[config.mk]
export PLATFORM = sky130hd
export DESIGN_NAME = sdram_arbiter
export DESIGN_NICKNAME = d
export VERILOG_FILES = /design/src/rtl/sdram_arb_pkg.sv /design/src/rtl/fifo.sv /design/src/rtl/sdram_arbiter.sv
export SDC_FILE = /design/constraint.sdc
export NUM_CORES = 1
export LEC_CHECK = 0
export ABC_CLOCK_PERIOD_IN_PS = 6000
export CORE_ASPECT_RATIO = 0.6
export CORE_UTILIZATION = 30
export CTS_CLUSTER_DIAMETER = 120
export DETAILED_ROUTE_END_ITERATION = 8
export GPL_TIMING_DRIVEN = 0
export MAX_ROUTING_LAYER = met4
export PLACE_DENSITY = 0.83
export REMOVE_ABC_BUFFERS = 1
export SYNTH_ARGS = -nofsm -noshare
export SYNTH_HDL_FRONTEND = slang
export SYNTH_SLANG_ARGS = --single-unit
export TNS_END_PERCENT = 50
[constraint.sdc]
create_clock -name clk -period 6 [get_ports clk]
set_clock_uncertainty 0.2 [all_clocks]
set_input_delay 0.6 -clock clk [delete_from_list [all_inputs] [get_ports clk]]
set_output_delay 0.6 -clock clk [all_outputs]
set_load 0.05 [all_outputs]
[src/rtl/sdram_arb_pkg.sv]
// Shared types and default widths for the SDRAM arbiter slice.
package sdram_arb_pkg;
  localparam int ADDR_W_DEF = 26;
  localparam int DATA_W_DEF = 32;

  typedef enum logic {OWNER_VGA = 1'b0, OWNER_RAST = 1'b1} owner_t;
endpackage

[src/rtl/fifo.sv]
// Generic synchronous FIFO, show-ahead read; 1-cycle write-to-read latency.
// Pushes while full and pops while empty are ignored; the caller owns flow control.
module fifo #(
  parameter int DBITS = 8,
  parameter int DEPTH = 16
) (
  input  logic             clk,
  input  logic             reset,
  input  logic             push,
  input  logic [DBITS-1:0] push_data,
  input  logic             pop,
  output logic [DBITS-1:0] pop_data,
  output logic             empty,
  output logic             full
);
  localparam int AW = $clog2(DEPTH);

  logic [DBITS-1:0] mem [DEPTH];
  logic [AW:0]      wr_ptr;
  logic [AW:0]      rd_ptr;

  always_ff @(posedge clk or negedge reset) begin
    if (!reset) begin
      wr_ptr <= '0;
      rd_ptr <= '0;
    end else begin
      if (push && !full)  wr_ptr <= wr_ptr + 1'b1;
      if (pop  && !empty) rd_ptr <= rd_ptr + 1'b1;
    end
  end

  always_ff @(posedge clk) begin
    if (push && !full) mem[wr_ptr[AW-1:0]] <= push_data;
  end

  assign pop_data = mem[rd_ptr[AW-1:0]];
  assign empty    = (wr_ptr == rd_ptr);
  assign full     = (wr_ptr[AW] != rd_ptr[AW]) && (wr_ptr[AW-1:0] == rd_ptr[AW-1:0]);
endmodule

[src/rtl/sdram_arbiter.sv]
// Two-port Avalon-MM arbiter (VGA fixed priority, raster anti-starvation) onto one SDRAM master.
// Zero-cycle command and response paths; reads stall when the in-order tag FIFO is full.
module sdram_arbiter
  import sdram_arb_pkg::*;
#(
  parameter int ADDR_W       = ADDR_W_DEF,
  parameter int DATA_W       = DATA_W_DEF,
  parameter int MAX_PENDING  = 16,
  parameter int STARVE_LIMIT = 8
) (
  input  logic                           clk,
  input  logic                           reset,
  input  logic [ADDR_W-1:0]              p0_address,
  input  logic                           p0_read,
  output logic                           p0_waitrequest,
  output logic                           p0_readdatavalid,
  output logic [DATA_W-1:0]              p0_readdata,
  input  logic [ADDR_W-1:0]              p1_address,
  input  logic                           p1_read,
  input  logic                           p1_write,
  input  logic [DATA_W-1:0]              p1_writedata,
  output logic                           p1_waitrequest,
  output logic                           p1_readdatavalid,
  output logic [DATA_W-1:0]              p1_readdata,
  output logic [ADDR_W-1:0]              m_address,
  output logic                           m_read,
  output logic                           m_write,
  output logic [DATA_W-1:0]              m_writedata,
  input  logic                           m_waitrequest,
  input  logic                           m_readdatavalid,
  input  logic [DATA_W-1:0]              m_readdata,
  output logic [$clog2(MAX_PENDING):0]   pending_count,
  output logic                           err_orphan
);
  localparam int PW = $clog2(MAX_PENDING) + 1;
  localparam int CW = $clog2(STARVE_LIMIT + 1);

  logic          req1, starve_max, sel0, sel1;
  logic          tag_full, tag_empty, push, pop, resp, acc1;
  owner_t        push_owner;
  logic [0:0]    head;
  logic [CW-1:0] starve_cnt;

  assign req1       = p1_read | p1_write;
  assign starve_max = (starve_cnt == CW'(STARVE_LIMIT));
  assign sel1       = req1 && (starve_max || !p0_read);
  assign sel0       = p0_read && !sel1;

  always_comb begin
    m_address      = p0_address;
    m_writedata    = p1_writedata;
    m_read         = 1'b0;
    m_write        = 1'b0;
    p0_waitrequest = 1'b1;
    p1_waitrequest = 1'b1;
    if (reset) begin
      if (sel1) begin
        m_address      = p1_address;
        m_read         = p1_read && !tag_full;
        m_write        = p1_write;
        p1_waitrequest = m_waitrequest || (p1_read && tag_full);
      end else if (sel0) begin
        m_read         = !tag_full;
        p0_waitrequest = m_waitrequest || tag_full;
      end
    end
  end

  // Only reads are tagged; writes produce no response.
  assign push       = m_read && !m_waitrequest;
  assign push_owner = sel1 ? OWNER_RAST : OWNER_VGA;
  assign acc1       = sel1 && (m_read || m_write) && !m_waitrequest;

  assign resp = reset && m_readdatavalid;
  assign pop  = resp && !tag_empty;

  assign p0_readdatavalid = pop && (head == OWNER_VGA);
  assign p1_readdatavalid = pop && (head == OWNER_RAST);
  assign p0_readdata      = m_readdata;
  assign p1_readdata      = m_readdata;

  fifo #(
    .DBITS (1),
    .DEPTH (MAX_PENDING)
  ) u_tag_fifo (
    .clk       (clk),
    .reset     (reset),
    .push      (push),
    .push_data (push_owner),
    .pop       (pop),
    .pop_data  (head),
    .empty     (tag_empty),
    .full      (tag_full)
  );

  always_ff @(posedge clk or negedge reset) begin
    if (!reset) begin
      pending_count <= '0;
      starve_cnt    <= '0;
      err_orphan    <= 1'b0;
    end else begin
      pending_count <= pending_count + PW'(push) - PW'(pop);
      if (resp && tag_empty) err_orphan <= 1'b1;
      // Saturating at the limit keeps port 1 selected until it is finally accepted.
      if (!req1 || acc1)    starve_cnt <= '0;
      else if (!starve_max) starve_cnt <= starve_cnt + 1'b1;
    end
  end
endmodule

# Word level (Yosys, flattened, before mapping)
# Memory sizes are Yosys's and may differ from the RTL's.
# Index checks and enable logic that the tools add are counted.
# op_classes
addsub	5
eq_ne	5
n_mux	17
bitwise	2
n_reduce_logical	26
# op_table
op	count
two-way mux 26 bit	2
logical AND 1 bit	15
two-way mux 1 bit	13
adder 5 x 1 -> 5 bit, second input constant	2
two-way mux 4 bit	2
zero test 1 bit	6
adder 5 x 1 -> 5 bit	1
equality test 5 bit	1
logical OR 1 bit	5
subtractor 5 x 1 -> 5 bit	1
adder 4 x 1 -> 4 bit, second input constant	1
equality test 4 bit	1
equality test 4 bit, second input constant	1
!= test 2 x 1 -> 1 bit, second input constant	1
!= test 1 bit	1
inverter 1 bit	1
bitwise OR 1 bit	1
# totals
regBits	20
ram_bits	16
inputBits	123
output_inout_bits	134
wordCells	61
memories	1
# memory_table
name	depth	width	read_ports	rd_ports_with_merged_regs	write_ports	line_no	rtl
u_tag_fifo.mem	16	1	1	0	1	fifo.sv:18	logic [DBITS-1:0] mem [DEPTH];

# Longest topological paths before layout
# Gate-level depths: netlist of the first run.
# logic_depth
word_depth	13
depth_mapped	13

# Hierarchy
# From an unflattened synthesis of the first run, not the netlist that was laid out.
# hier_totals
hier_cells	294
area_unflattened_um2	3179.3
# by_module_without_submodules
mod	n_inst	cells_per_inst	area_per_inst_um2
sdram_arbiter	1	193	1725.4
fifo	1	101	1453.9

# Worst setup path after synthesis of the first run
# Ideal clock, no wire load.
# synth_path
kind	register to output
start	reg starve_cnt[0]
end	out m_address[6]
t_arrival_ns	2.098
required_time_ns	5.200
slack_ns	3.102
stages_incl_launch_ff	9
path_buffers	2
path_cell_list	dfrtp_1 inv_1 ha_1 nand3b_4 a21oi_4 and2_1 buf_4 buf_6 mux2_1
# synth_between
elab_chain_cells	5
# synth_rtl
item	line_no	rtl
start: declaration	sdram_arbiter.sv:42	logic [CW-1:0] starve_cnt;
start signal: assignment	sdram_arbiter.sv:106	else if (!starve_max) starve_cnt <= starve_cnt + 1'b1;
equality test 4 bit	sdram_arbiter.sv:45	assign starve_max = (starve_cnt == CW'(STARVE_LIMIT));
logical OR 1 bit	sdram_arbiter.sv:46	assign sel1 = req1 && (starve_max || !p0_read);
logical AND 1 bit	sdram_arbiter.sv:46	
two-way mux 26 bit	sdram_arbiter.sv:57	if (sel1) begin
two-way mux 26 bit	sdram_arbiter.sv:56	if (reset) begin
end: declaration	sdram_arbiter.sv:25	output logic [ADDR_W-1:0] m_address,
# Every way passes these cells.

# Final worst setup path of the first run
# layout_path
start	in reset
end	out m_address[16]
# layout_between
elab_chain_cells	1
# layout_rtl
item	line_no	rtl
start: declaration	sdram_arbiter.sv:12	input logic reset,
two-way mux 26 bit	sdram_arbiter.sv:56	
# Every way passes these cells.

==> results of run 1 <==
flip-flops by register name (all words and copies together), names as in the netlist:
register and flops:
u_tag_fifo.mem 16, pending_count 5, u_tag_fifo.rd_ptr 5, u_tag_fifo.wr_ptr 5, starve_cnt 4, err_orphan 1
metrics by stage:
stage / power, W / hold WS [ns] / cell area [sq um] / setup WS, ns
floorplan: 0.0008771 / 0.1044 / 2225 / 2.768
global placement: 0.001067 / 0.2536 / 3348 / 1.263
detailed placement: 0.001097 / 0.2577 / 3348 / 1.175
finish: 0.001409 / 0.2703 / 3531 / 1.257
global route: 0.001502 / 0.3054 / 3531 / 0.9375
CTS: 0.001422 / 0.2723 / 3531 / 1.139
path summary, 6_finish.rpt:
check	depth (start not counted)	startpoint	slack, ns	to
setup / recovery	4	reset	1.26	m_address[16]
hold / removal	1	err_orphan	0.27	err_orphan
setup reg to reg	13	starve_cnt[0]	2.55	pending_count[4]
hold reg to reg	1	err_orphan	0.27	err_orphan
max in group asynchronous	1	reset	4.21	u_tag_fifo.wr_ptr[1]
min in group asynchronous	1	reset	0.72	pending_count[3]
placed cells by master, fill, tap and decap left out, types with 2 or more instances in the layout:
master	instances
and3_1	13
a21oi_1	4
dfrtp_1	20
clkdlybuf4s50_1	96
xor2_1	4
inv_1	13
nor2_1	10
clkbuf_8	2
nand3_1	3
clkbuf_16	5
ha_1	12
nand4_1	4
a21oi_4	2
edfxtp_1	16
mux2_2	26
nor3_1	5
and2_1	3
xnor2_1	16
nand2_1	9
mux4_1	3
nor2b_1	2
a21o_1	2
power by group through the flow:
| stage | Sequential [W] | Combinational (W) | Clock (W) |
|---|---|---|---|
| after floorplan | 0.000479 | 0.000398 | 0 |
| after global routing | 0.000443 | 0.000722 | 0.000337 |
| final | 0.000428 | 0.000664 | 0.000317 |
| after CTS | 0.000428 | 0.000670 | 0.000324 |
| after global placement | 0.000427 | 0.000640 | 0 |
| after detailed placement | 0.000431 | 0.000666 | 0 |
kinds of logic after synthesis:
group / after synthesis / synth area share (%)
DFF: 36 / 32.45
adders and majority gates: 13 / 5.629
AOI/OAI and AO/OA: 16 / 4.429
buffers and inverters: 118 / 28.02
and+or+nand+nor: 54 / 9.934
xor gates and xnor gates: 20 / 5.794
muxes: 32 / 13.74
cell type report:
cell class	count	area, sq um
Multi-Input combinational cell	135	1195
Fill cell	903	5928
Timing Repair Buffer	96	960.9
Tap cell	130	162.7
Inverter	13	48.80
Clock buffer	7	152.6
Sequential cell	36	980.9
Clock inverter	1	30.03
synth_stat cells, drive strengths merged, types with 2 or more instances:
library cell	n
o21ai	2
and3	13
a21o	2
ha	12
nor2	10
buf	104
mux2	27
nand4	4
edfxtp	16
and2	4
nor2b	2
a21oi	6
xnor2	16
mux4	4
xor2	4
nand3	3
nand2	9
nor3	5
inv	13
dfrtp	20
routing by layer:
layer | wire (um) | track usage, % | share of wire [%]
met5 | 0 | - | 0
met4 | 99 | 5.233 | 0.75
met3 | 2953 | 26.54 | 22
met2 | 4498 | 29.52 | 34
met1 | 5617 | 31.53 | 43
==> results.cfg, run 1 <==
[sta]
slew_headroom_pct = 25.80
min_period_ns = 4.743
hold_violations = 0
max_freq_mhz = 210.8
tns_ns = 0
finalCritPeriodShare_pct = 79.05
rsz0062_at_grt = no
drv_slew = 0
worst_pin_slew_ns = 1.110
setup_viol = 0

[pwr]
seqPwrFrac_pct = 30.4
switching_share_pct = 39.89
leakage_nw = 1.421
p_int_w = 0.0008470
pwr-share-comb_pct = 47.2
power.density_nw_per_um2 = 399.1
ir_drop_mv = 0.2547
switching_power_w = 0.0005621
clkPwrFrac_pct = 22.5

[floorplan]
ios = 257
die-area_sq_um = 10500
core_area_sq_um = 9459
dieHeight_um = 79.76
start_util_pct = 31.96
die_w_um = 131.6
rows = 27

[clocking]
path_clk_slew_ns = 0.06
root_buffer = clkbuf_16
cts_resized = 0
clkLatencyLatePin_ns = 0.28
cts_tree = yes
clock-sinks = 36
post-cts-setup-buffer-count = 0
hold_buffers = 0
cts_htree_levels = 2
cts_inserted_buffers = 5
clockBufferDepth = 2

[place]
hpwl_mm = 10.60
numPortBuffers = 96
gp_congestion = 0.7802
dp.cells = 410

[worst_setup_path]
crit_top_cell = clkdlybuf4s50_1
crit_required_ns = 5.20
cp.arrival_ns = 3.94
slowest_delay_ns = 1.20
path_cells = clkdlybuf4s50_1, and2_1, mux2_2, clkdlybuf4s50_1
crit_family = buffers and inverters
slowest_stage = clkdlybuf4s50_1
critPathBufInv = 2
end_kind = output port
criticalPathCategory = in2out
startpoint_type = input pin
path_max_fanout = 26

[final_layout]
diodes = 0
drive_gt1_share_pct = 14.24
syn_to_final_growth_pct = 16.80
final_util_pct = 37.33
nets = 423
final_cells = 418

[global_routing]
grt_pass1_wl_mm = 17.71
grtUsageTotal_pct = 26.55
antenna_found_initial = 0
grt_pass1_vias = 2081
grt_max_degree = 27
grt_overflow_total = 0

[synthesis]
yosys.area.top_type = buf_4
synth_edf_count = 16
synthCells = 289
ys_types = 40
ys_ff_latch = 36
ys.warnings.count = 0
ys_top_cells_by_area = buf_4, dfrtp_1, edfxtp_1
synth_area_sq_um = 3023
ys.flop_type = dfrtp_1
synth.top_cell.area_share_pct = 24.34
syn_avg_cell_area_sq_um = 10.46
async_flop_share_pct = 55.56
yosysSeqAreaShare_pct = 32.45

[drt]
viasPerCell = 5.122
ant_nets = 0
route.detailed.drc = 0
totalWireLength_mm = 13.17
wire_per_inst_um = 31.50
first_pass_iters = 6
drt_iter0_drc = 113
vias = 2141

[run_status]
run_status = finished clean

[run]
cap_viol_max_count = 0

[worst_hold_path]
hold_class = reg2reg
No activity file was read; power rests on OpenSTA's default activity.
==> run 2, diff against run 1 <==
--- a/config.mk
+++ b/config.mk
@@ -5,14 +5,14 @@
 export SDC_FILE = /design/constraint.sdc
 export NUM_CORES = 1
 export LEC_CHECK = 0
-export ABC_CLOCK_PERIOD_IN_PS = 6000
+export ABC_CLOCK_PERIOD_IN_PS = 4200
 export CORE_ASPECT_RATIO = 0.6
 export CORE_UTILIZATION = 30
 export CTS_CLUSTER_DIAMETER = 120
 export DETAILED_ROUTE_END_ITERATION = 8
 export GPL_TIMING_DRIVEN = 0
 export MAX_ROUTING_LAYER = met4
-export PLACE_DENSITY = 0.83
+export PLACE_DENSITY = 0.86
 export REMOVE_ABC_BUFFERS = 1
 export SYNTH_ARGS = -nofsm -noshare
 export SYNTH_HDL_FRONTEND = slang
==> constraint.sdc (replaced) <==
create_clock -name clk -period 4.2 [get_ports clk]
set_clock_uncertainty 0.2 [all_clocks]
set_input_delay 0.42 -clock clk [delete_from_list [all_inputs] [get_ports clk]]
set_output_delay 0.42 -clock clk [all_outputs]
set_load 0.05 [all_outputs]
==> run 2 against run 1 <==
Effect of this change: non-clock buffer count grew 2; critical path depth grew 3; first-iteration DRC count shrank 1.8%; clock power grew 17%; sequential share of layout area grew 0.13 points; cell count grew 0.48%; highest routed layer unchanged; worst setup slack lost 0.89 ns; global-route usage shrank 1.7 points; core utilization shrank 0.17 points; routed wire length shrank 3.8%.
==> results.cfg, run 2 (synthesized netlist as in run 1, its figures left out) <==
[run_status]
run_status = finished clean

[floorplan]
core_area_sq_um = 9459
dieHeight_um = 79.76
die_w_um = 131.6
die-area_sq_um = 10500
start_util_pct = 31.96
rows = 27
ios = 257

[worst_hold_path]
min_path_cells = 1
min_from = err_orphan
min_to = err_orphan
hold_class = reg2reg

[worst_setup_path]
criticalPathCategory = reg2out
startpoint_type = flip-flop
reg2regPathDepth = 13
worstReg2RegEnd = pending_count[4]
crit_required_ns = 3.58
end_kind = output port
r2r_start = starve_cnt[0]
cp.arrival_ns = 3.21
reg2reg_setup_slack_ns = 0.73
path_max_fanout = 26

[sta]
holdWs_ns = 0.2762
min_period_ns = 3.835
hold_violations = 0
setup_viol = 0
slew_headroom_pct = 42.78
worst_pin_slew_ns = 0.8555
tns_ns = 0
finalCritPeriodShare_pct = 91.31
rsz0062_at_grt = no
max_freq_mhz = 260.8
drv_slew = 0

[drt]
viasPerCell = 5.112
ant_nets = 0
first_pass_iters = 4
drt_iter0_drc = 111
wire_per_inst_um = 30.17
vias = 2147
route.detailed.drc = 0
totalWireLength_mm = 12.67

[final_layout]
drive_gt1_share_pct = 14.83
nets = 425
final_cell_mix = clkdlybuf4s50_1, mux2_2, dfrtp_1, xnor2_1, edfxtp_1
fillCellCount = 923
syn_to_final_growth_pct = 16.27
final_common_cell = clkdlybuf4s50_1
diodes = 0
largest_reg_flops = 16

[place]
numPortBuffers = 96
hpwl_mm = 10.12
gp_congestion = 0.8016

[pwr]
seqPwrFrac_pct = 31.7
switching_power_w = 0.0007962
pwr-share-comb_pct = 49.1
ir_drop_mv = 0.3722
p_int_w = 0.001131
switching_share_pct = 41.32
clkPwrFrac_pct = 19.2
power.density_nw_per_um2 = 548.3
leakage_nw = 1.418

[global_routing]
grt_max_degree = 27
antenna_found_initial = 0
grt_overflow_total = 0
grt_pass1_wl_mm = 17.02
grt_pass1_vias = 2140
grtUsageTotal_pct = 24.89

[run]
cap_viol_max_count = 0

[clocking]
path_clk_slew_ns = 0.06
cts_htree_levels = 2
cts_inserted_buffers = 5
cts_tree = yes
root_buffer = clkbuf_16
clockBufferDepth = 2
clkLatencyLatePin_ns = 0.28
clock-sinks = 36
[run 2: cell count changes in the layout (fill, tap and decap cells not counted), sizes merged]
cell,delta
dlygate4sd3,+2
bufinv,-1
clkdlybuf4s50,-1
clkinv,+2
[run 2: power by group through the flow]
stage / Clock (W) / Sequential, W / Combinational, W
floorplan: 0 / 0.000685 / 0.000568
global placement: 0 / 0.000609 / 0.000911
detailed placement: 0 / 0.000617 / 0.000945
CTS: 0.000379 / 0.000612 / 0.000952
global route: 0.000392 / 0.000627 / 0.00103
finish: 0.000370 / 0.000611 / 0.000946
[run 2: layout make-up]
type | count | area [sq um] | area share (%)
well taps | 130 | 162.7 | 4.628
clock inverters | 2 | 10.01 | 0.2848
multi-input cells | 135 | 1197 | 34.07
clock buffers | 6 | 138.9 | 3.952
flip-flops and latches | 36 | 980.9 | 27.91
inverters | 13 | 48.80 | 1.388
repair buffers | 98 | 975.9 | 27.77
[run 2: through the flow]
stage	instances	util [%]	setup WS [ns]	instance area, sq um	total power [W]
floorplan	184	-	1.148	2225	0.001253
global placement	410	35.40	-0.2459	3348	0.001520
detailed placement	410	35.40	-0.3363	3348	0.001562
CTS	418	36.97	0.1556	3497	0.001942
global route	420	37.16	0.1970	3515	0.002051
finish	420	37.16	0.3651	3515	0.001927
[run 2: routing by layer]
layer	vias to the layer above	share of wire (%)	wire, um	track usage (%)
li1	878	-	-	-
met1	1046	45	5679	29.99
met2	217	33	4182	27.25
met3	6	22	2754	25.27
met4	0	0.44	56	3.837
met5	-	0	0	-
[run 2: timing repair]
item	CTS	global route
buffers inserted	0	0
gates resized for setup	2	3
gates cloned	0	0
setup endpoints to repair	27	2
hold endpoints to repair	0	18
hold buffers	0	2
[run 2: how the worst max path moves through the flow]
stage                             to  slack (ns)     startpoint
floorplan               m_address[6]        1.15  starve_cnt[0]
global placement    pending_count[4]       -0.25          reset
detailed placement  pending_count[4]       -0.34          reset
CTS                    m_address[22]        0.16  starve_cnt[0]
global route           m_address[22]        0.20  starve_cnt[0]
finish                 m_address[22]        0.37  starve_cnt[0]
[run 2: worst max-delay path, cell delays in order, from the launching register on]
cell             delay [ns]
dfrtp_1                0.42
inv_1                  0.08
ha_1                   0.22
nand3b_4               0.15
a21oi_4                0.49
and2_4                 0.45
mux2_2                 0.39
clkdlybuf4s50_1        0.71
